<file path="src/rtl/alu_exec.sv">
// alu_exec: execute-stage ALU with a valid/ready handshake.
//
// AND, OR, ADD and SUB (and illegal codes, and zero-amount shifts) finish in
// the cycle they are accepted. SLL/SRL by n >= 1 run one bit per cycle in the
// SHIFT state, so the stage back-pressures upstream for n cycles.
//
// Ports:
//   clk        rising-edge clock
//   res_n      asynchronous active-low reset
//   in_valid   upstream offers an operation
//   in_ready   stage accepts an operation this cycle (IDLE and output free)
//   alu_ctl    operation: 0000 AND, 0001 OR, 0010 ADD, 0110 SUB, 0011 SLL, 0101 SRL
//   op_a       first operand; value that is shifted
//   op_b       second operand; shift amount is op_b[SHW-1:0]
//   out_valid  result/zero/illegal are valid
//   out_ready  downstream consumes the result
//   result     registered result
//   zero       registered (result == 0)
//   illegal    registered; delivered op had an unknown alu_ctl
//   busy       shift in progress
module alu_exec #(
  parameter  int WIDTH = 32,
  localparam int SHW   = $clog2(WIDTH)
) (
  input  logic             clk,
  input  logic             res_n,
  input  logic             in_valid,
  output logic             in_ready,
  input  logic [3:0]       alu_ctl,
  input  logic [WIDTH-1:0] op_a,
  input  logic [WIDTH-1:0] op_b,
  output logic             out_valid,
  input  logic             out_ready,
  output logic [WIDTH-1:0] result,
  output logic             zero,
  output logic             illegal,
  output logic             busy
);

  localparam logic [3:0] CTL_AND = 4'b0000;
  localparam logic [3:0] CTL_OR  = 4'b0001;
  localparam logic [3:0] CTL_ADD = 4'b0010;
  localparam logic [3:0] CTL_SUB = 4'b0110;
  localparam logic [3:0] CTL_SLL = 4'b0011;
  localparam logic [3:0] CTL_SRL = 4'b0101;

  localparam logic [SHW-1:0]   CNT_ZERO = {SHW{1'b0}};
  localparam logic [SHW-1:0]   CNT_ONE  = {{(SHW-1){1'b0}}, 1'b1};
  localparam logic [WIDTH-1:0] VAL_ZERO = {WIDTH{1'b0}};

  typedef enum logic {
    ST_IDLE  = 1'b0,
    ST_SHIFT = 1'b1
  } state_e;

  state_e           state_q, state_d;
  logic             out_valid_q, out_valid_d;
  logic [WIDTH-1:0] result_q, result_d;
  logic             zero_q, zero_d;
  logic             illegal_q, illegal_d;
  logic [WIDTH-1:0] acc_q, acc_d;
  logic [SHW-1:0]   cnt_q, cnt_d;
  logic             dir_left_q, dir_left_d;

  logic             accept_s;
  logic [SHW-1:0]   shamt_s;
  logic             is_shift_s;
  logic             legal_s;
  logic [WIDTH-1:0] single_res_s;
  logic [WIDTH-1:0] shifted_s;

  // Handshake: in_ready depends only on registered state and out_ready.
  assign in_ready = (state_q == ST_IDLE) && (!out_valid_q || out_ready);
  assign accept_s = in_valid && in_ready;
  assign shamt_s  = op_b[SHW-1:0];

  // Decode the incoming op into its single-cycle result and legality.
  always_comb begin
    single_res_s = VAL_ZERO;
    legal_s      = 1'b0;
    is_shift_s   = 1'b0;
    case (alu_ctl)
      CTL_AND: begin single_res_s = op_a & op_b; legal_s = 1'b1; end
      CTL_OR:  begin single_res_s = op_a | op_b; legal_s = 1'b1; end
      CTL_ADD: begin single_res_s = op_a + op_b; legal_s = 1'b1; end
      CTL_SUB: begin single_res_s = op_a - op_b; legal_s = 1'b1; end
      // A shift only reaches the single-cycle path with a zero amount.
      CTL_SLL: begin single_res_s = op_a; legal_s = 1'b1; is_shift_s = 1'b1; end
      CTL_SRL: begin single_res_s = op_a; legal_s = 1'b1; is_shift_s = 1'b1; end
      default: begin single_res_s = VAL_ZERO; legal_s = 1'b0; is_shift_s = 1'b0; end
    endcase
  end

  // One-bit step of the iterative shifter, zero-filling the vacated end.
  always_comb begin
    if (dir_left_q) begin
      shifted_s = {acc_q[WIDTH-2:0], 1'b0};
    end else begin
      shifted_s = {1'b0, acc_q[WIDTH-1:1]};
    end
  end

  // Next-state and output-register logic for the IDLE/SHIFT controller.
  always_comb begin
    state_d     = state_q;
    result_d    = result_q;
    zero_d      = zero_q;
    illegal_d   = illegal_q;
    acc_d       = acc_q;
    cnt_d       = cnt_q;
    dir_left_d  = dir_left_q;
    if (out_valid_q && out_ready) begin
      out_valid_d = 1'b0;
    end else begin
      out_valid_d = out_valid_q;
    end

    case (state_q)
      ST_IDLE: begin
        if (accept_s) begin
          if (is_shift_s && (shamt_s != CNT_ZERO)) begin
            acc_d      = op_a;
            cnt_d      = shamt_s;
            dir_left_d = (alu_ctl == CTL_SLL);
            state_d    = ST_SHIFT;
          end else begin
            // A new result replacing one consumed at this same edge keeps
            // out_valid high with no bubble.
            result_d    = single_res_s;
            zero_d      = (single_res_s == VAL_ZERO);
            illegal_d   = !legal_s;
            out_valid_d = 1'b1;
          end
        end else begin
          state_d = ST_IDLE;
        end
      end
      ST_SHIFT: begin
        acc_d = shifted_s;
        cnt_d = cnt_q - CNT_ONE;
        if (cnt_q == CNT_ONE) begin
          result_d    = shifted_s;
          zero_d      = (shifted_s == VAL_ZERO);
          illegal_d   = 1'b0;
          out_valid_d = 1'b1;
          state_d     = ST_IDLE;
        end else begin
          state_d = ST_SHIFT;
        end
      end
      default: begin
        state_d = ST_IDLE;
      end
    endcase
  end

  // State and output registers, cleared asynchronously by res_n.
  always_ff @(posedge clk or negedge res_n) begin
    if (!res_n) begin
      state_q     <= ST_IDLE;
      out_valid_q <= 1'b0;
      result_q    <= VAL_ZERO;
      zero_q      <= 1'b0;
      illegal_q   <= 1'b0;
      acc_q       <= VAL_ZERO;
      cnt_q       <= CNT_ZERO;
      dir_left_q  <= 1'b0;
    end else begin
      state_q     <= state_d;
      out_valid_q <= out_valid_d;
      result_q    <= result_d;
      zero_q      <= zero_d;
      illegal_q   <= illegal_d;
      acc_q       <= acc_d;
      cnt_q       <= cnt_d;
      dir_left_q  <= dir_left_d;
    end
  end

  assign out_valid = out_valid_q;
  assign result    = result_q;
  assign zero      = zero_q;
  assign illegal   = illegal_q;
  assign busy      = (state_q == ST_SHIFT);

endmodule

</file>
<file path="config.mk">
export PLATFORM = sky130hd
export DESIGN_NAME = alu_exec
export DESIGN_NICKNAME = d
export VERILOG_FILES = /design/src/rtl/alu_exec.sv
export SDC_FILE = /design/constraint.sdc
export NUM_CORES = 1
export LEC_CHECK = 0
export ABC_AREA = 1
export CAP_MARGIN = 20
export CELL_PAD_IN_SITES_DETAIL_PLACEMENT = 1
export CELL_PAD_IN_SITES_GLOBAL_PLACEMENT = 2
export CORE_UTILIZATION = 27
export DETAILED_ROUTE_END_ITERATION = 12
export PLACE_DENSITY = 0.77
export SLEW_MARGIN = 30
export SYNTH_ARGS = -nofsm -noshare
export SYNTH_HDL_FRONTEND = slang
export SYNTH_SLANG_ARGS = --single-unit
export TNS_END_PERCENT = 1
</file>
<file path="constraint.sdc">
create_clock -name clk -period 1.6 [get_ports clk]
set_input_delay 0.16 -clock clk [delete_from_list [all_inputs] [get_ports clk]]
set_output_delay 0.16 -clock clk [all_outputs]
set_load 0.02 [all_outputs]
</file>
Word-level counts from Yosys, hierarchy flattened
Cells that the tools add are included.

Add/subtract/negate cells: 3. Equality and inequality tests: 10. Muxes and demuxes: 31. Bitwise operators: 3. Reductions and logical operators: 16.

Operator list (count): 32-bit 2-to-1 mux (6); 32-bit case mux with 5 select lines (1); 32-bit case mux with 2 select lines (2); 32-bit logical NOT (2); 32-bit adder (1); 32-bit AND (1); 32-bit bitwise OR (1); 32-bit subtractor (1); 1-bit 2-to-1 mux (15); 5-bit 2-to-1 mux (2); 5-bit case mux with 2 select lines (1); 4-bit by 2-bit == test with 1-bit output (second input constant) (2); 4-bit by 3-bit == test with 1-bit output (second input constant) (2); 1-bit case mux with 2 select lines (4); 3-bit AND reduction (2); 6-bit OR reduction (1); 5-bit by 1-bit == test with 1-bit output (second input constant) (1); 5-bit nonzero test (1); 5-bit by 1-bit subtractor with 5-bit output (second input constant) (1); 4-bit by 1-bit == test with 1-bit output (second input constant) (1); 1-bit logical AND (4); 4-bit logical NOT (1); 2-bit by 1-bit != test with 1-bit output (second input constant) (2); 2-bit != test (second input constant) (2); other kinds (5) (6).

Register bits after elaboration: 74. Logic and storage cells: 71.

Longest topological paths before layout
Depth after elaboration: 7. Gate-level depth with buffers: 30.

Worst setup path after synthesis
Ideal clock, no wire load.

Kind: input-to-reg. Start: input op_b[0]. End: register zero_q, in the netlist zero. Library setup time: 77 ps. Data arrival time: 3068 ps. Required time: 1523 ps. Slack: -1545 ps. Cell stages on the path: 25. Path buffers: 0. Path through: inv_1 -> ha_1 -> inv_1 -> nor3_4 -> nand3_2 -> nor3_2 -> nand3_2 -> nor2_4 -> nand4_2 -> nor2_1 -> nand2_1 -> nand2_1 -> o21ai_1 -> xor2_1 -> ha_1 -> nand2_1 -> nor4_1 -> nand3_1 -> nand2_1 -> nand2_1 -> nand3_1 -> nand2_1 -> nor3_2 -> nand3_1 -> a21oi_1.

Word-level cells in the longest chain between the ends: 6. Elaborated cells between the ends (all ways): 13. Classes of those cells: 2 x add/sub; 1 x eq/ne; 4 x mux; 2 x bitwise; 4 x reduce/logical.

RTL lines: start, declared (line 31) `input logic [WIDTH-1:0] op_b,`; 32-bit subtractor, or another cell as far along (line 86) `CTL_SUB: begin single_res_s = op_a - op_b; legal_s = 1'b1; end`; 32-bit case mux with 5 select lines (line 82) `case (alu_ctl)`; 32-bit logical NOT (line 130) `zero_d = (single_res_s == VAL_ZERO);`; 1-bit 2-to-1 mux (line 121) `if (is_shift_s && (shamt_s != CNT_ZERO)) begin`; 1-bit 2-to-1 mux (line 120) `if (accept_s) begin`; 1-bit case mux with 2 select lines (line 118) `case (state_q)`; end signal, assigned (line 172) `zero_q <= zero_d;`; end, declared (line 59) `logic zero_q, zero_d;`.

Parallel ways exist; a longest one is shown, timed or not. The select of a mux whose other input is x is not followed. A chain may end at the register's enable or synchronous reset.

Worst setup path in the final report
Start: input op_b[14]. End: register zero_q, in the netlist zero.

Word-level cells in the longest chain between the ends: 6. Elaborated cells between the ends (all ways): 9. Classes of those cells: 2 x add/sub; 4 x mux; 2 x bitwise; 1 x reduce/logical.

RTL lines (line): 32-bit subtractor, or another cell as far along (86); 32-bit case mux with 5 select lines (*) (82); 32-bit logical NOT (*) (130); 1-bit 2-to-1 mux (*) (121); 1-bit 2-to-1 mux (*) (120); 1-bit case mux with 2 select lines (*) (118).

Every way passes the cells marked *; elsewhere a longest branch is shown, timed or not. The select of a mux whose other input is x is not followed.

==> flow_summary.yaml <==
flow_run:
  maxCapViolations: 0
synthesis:
  synth_area_leaders: "dfrtp_1, nand2_1, inv_1"
  synth_common_cells: "nand2_1, inv_1, o21ai_0"
  ys_types: 50
  synthArstFlopShare_pct: 100
  synth-seq-area-share_pct: 22.8
  synth_cells: 1323
  yosys.area.top_type: "dfrtp_1"
  syn_area_sq_um: 8130
  syn_area_per_cell_sq_um: 6.14
  yosys.area.top_type_share_pct: 22.8
  synthMostInstantiatedCell: "nand2_1"
  syn_nets: 1433
  synth-seq-cells: 74
  ys.flop_type: "dfrtp_1"
  synth_edf_count: 0
  ys.warnings.count: 0
setup_path:
  cp_slowest_cell: "clkdlybuf4s50_1"
  crit_type: "primary input to flip-flop"
  crit_family: "simple AND/OR/NAND/NOR gates"
  critPathArrivalTime_ns: 3.49
  crit_path_frequent_cell: "nand2_2"
  startpoint_type: "primary input"
  cp_max_fo: 5
  crit_required_ns: 1.87
  max_stage_delay_ns: 0.43
  critPathBufInv: 4
  end_kind: "flip-flop"
route:
  initialDrtViolationCount: 503
  wirelength_um: 38300
  wire_per_inst_um: 18.0
  drt-vias-per-instance: 4.79
  vias: 10164
  drcViolationCount: 0
  drt_pre_antenna_iters: 4
  antenna_left: 0
pwr:
  p_per_area_nw_per_um2: 1140
  irDropWorstVdd_mv: 0.753
  p_sw_w: 0.00657
  p_leak_nw: 6.71
  power_frac_comb_pct: 64.0
  swShare_pct: 43.7
  internal_power_w: 0.00846
  power.share.clock_pct: 14.8
  seq_power_share_pct: 21.1
sta:
  setup_viol_count_final: 69
  rsz0062_at_grt: "true"
  fin_setup_tns_ns: -43.87
  drv_slew: 0
  tightest_slew_ns: 0.493
  hold_violations: 0
  period_needed_ns: 3.22
  slew_headroom_pct: 67.1
  fin_crit_sh_pct: 201
  skew_ns: 0.00970
  fmax_ghz: 0.311
  finalWorstSetupSlack_ns: -1.62
global_route:
  grt_pass1_wl_um: 59600
  use_met1_pct: 30.1
  grt_overflow: 0
  grt-busiest-layer: "met2"
  met3_usage_pct: 3.12
  grt_use_total_pct: 25.2
  grt_pass1_vias: 11057
  grt.met2_usage_pct: 45.7
  grt_max_degree: 35
  grt_antenna_before_repair: 0
cells_and_area:
  drive_above_1_share_pct: 33.9
  area_growth_pct: 62.7
  fin_nets: 1839
  diodes: 0
  final_area_sq_um: 13200
  fillers: 3846
clocking:
  clock_path_buffers: 2
  clock_sinks: 74
  clk_latency_ns: 0.35
  clockRootBuffer: "clkbuf_16"
  cts_max_level: 3
  cts_tree: "yes"
  clk_pin_slew_ns: 0.06
  cts_buffers: 9
floorplan:
  dieArea_sq_um: 30800
  die_y_um: 176
  row_count: 63
  core-area_sq_um: 29600
  ios: 109
  die_w_um: 176
  initial_core_util_pct: 27.4
place:
  placed_area_sq_um: 12000
  pre_cts_slack_ns: -2.77
  place.gp.congestion: 0.947
  io_buffers: 108
  hpwl_um: 31700
hold_path:
  hold_path.class: "primary input to flip-flop"
status:
  violations: "negative setup slack"
  status: "finished, violations left"
[power groups by stage]
stage	Sequential (W)	Clock, W	Combinational (W)
2_1_floorplan	0.00352	0	0.00426
3_3_place_gp	0.00318	0	0.00876
3_5_place_dp	0.00321	0	0.00896
4_1_cts	0.00319	0.00225	0.00929
5_1_grt	0.00329	0.00232	0.0106
6_report	0.00318	0.00223	0.00963
[final timing paths]
check | start | endpoint | slack (ns) | depth (start not counted)
setup / recovery | op_b[14] | zero | -1.62 | 25
hold / removal | op_b[2] | cnt_q[2] | 0.24 | 4
setup reg to reg | dir_left_q | zero | -0.23 | 7
hold reg to reg | result[9] | result[9] | 0.48 | 2
max in group asynchronous | res_n | busy | 0.73 | 3
min in group asynchronous | res_n | result[23] | 0.30 | 2
[layer usage]
| metal | wire length, um | share of wire (%) | up-vias |
|---|---|---|---|
| li1 | - | - | 5068 |
| met1 | 16300 | 43 | 4834 |
| met2 | 19300 | 50 | 199 |
| met3 | 1140 | 3.0 | 63 |
| met4 | 1520 | 4.0 | 0 |
| met5 | 0 | 0 | - |
[kinds of logic after synthesis]
group	share of synthesized area [%]
AOI/OAI and AO/OA	18.9
xor gates and xnor gates	3.23
adders and majority gates	5.94
buffers and inverters	13.4
DFF	22.8
and+or+nand+nor	35.8
[timing repair]
item / in CTS / in global routing
gates resized for setup: 148 / 137
setup endpoints to repair: 76 / 73
pin swaps: 42 / 62
hold buffers: 1 / 0
gates cloned: 0 / 0
setup buffers: 13 / 3
endpoints found under the hold margin: 28 / 0
[worst reg2reg max path, stage by stage, from the launching register on]
cell     delay, ns
dfrtp_1       0.40
buf_12        0.17
o21ai_0       0.38
nand4_1       0.14
nor4_1        0.24
buf_4         0.17
a41oi_1       0.10
a21oi_1       0.16
[through the flow]
| step | std cells | util [%] | hold slack (ns) | total power (W) |
|---|---|---|---|---|
| 3_5_place_dp | 2092 | 40.4 | 0.143 | 0.0122 |
| 6_report | 2124 | 44.6 | 0.240 | 0.0150 |
| 2_1_floorplan | 1323 | - | -0.136 | 0.00778 |
| 3_3_place_gp | 2092 | 40.4 | 0.139 | 0.0119 |
| 5_1_grt | 2124 | 44.6 | 0.260 | 0.0162 |
| 4_1_cts | 2121 | 43.1 | 0.242 | 0.0147 |
[area by class of cell]
cell class                      count  area (sq um)  share of cell area, %
Tap cell                          390           488                   3.69
Clock inverter                      5          77.6                  0.587
Multi-Input combinational cell    983          5960                   45.0
Inverter                          223           847                   6.40
Timing Repair Buffer              438          3760                   28.4
Clock buffer                       11           243                   1.84
Sequential cell                    74          1850                   14.0
[cell usage in the layout (no fill, tap or decap), types with 21 or more instances in the layout]
cell type / synthesis / routed
buf_4: 4 / 307
clkdlybuf4s50_1: 0 / 87
dfrtp_1: 74 / 73
ha_1: 37 / 27
inv_1: 216 / 205
nand2_1: 395 / 354
nand2_2: 3 / 39
nand3_1: 88 / 74
nor2_1: 98 / 60
nor2_2: 4 / 29
o21ai_0: 119 / 101
o21ai_1: 10 / 21
or2_2: 25 / 25
xor2_1: 28 / 22
[registers in the layout, indices dropped and copies added (netlist names)]
| register | count |
|---|---|
| acc_q | 32 |
| zero | 1 |
| out_valid | 1 |
| dir_left_q | 1 |
| busy | 1 |
| cnt_q | 5 |
| illegal | 1 |
| result | 32 |
(Power assumes the default switching activity.)
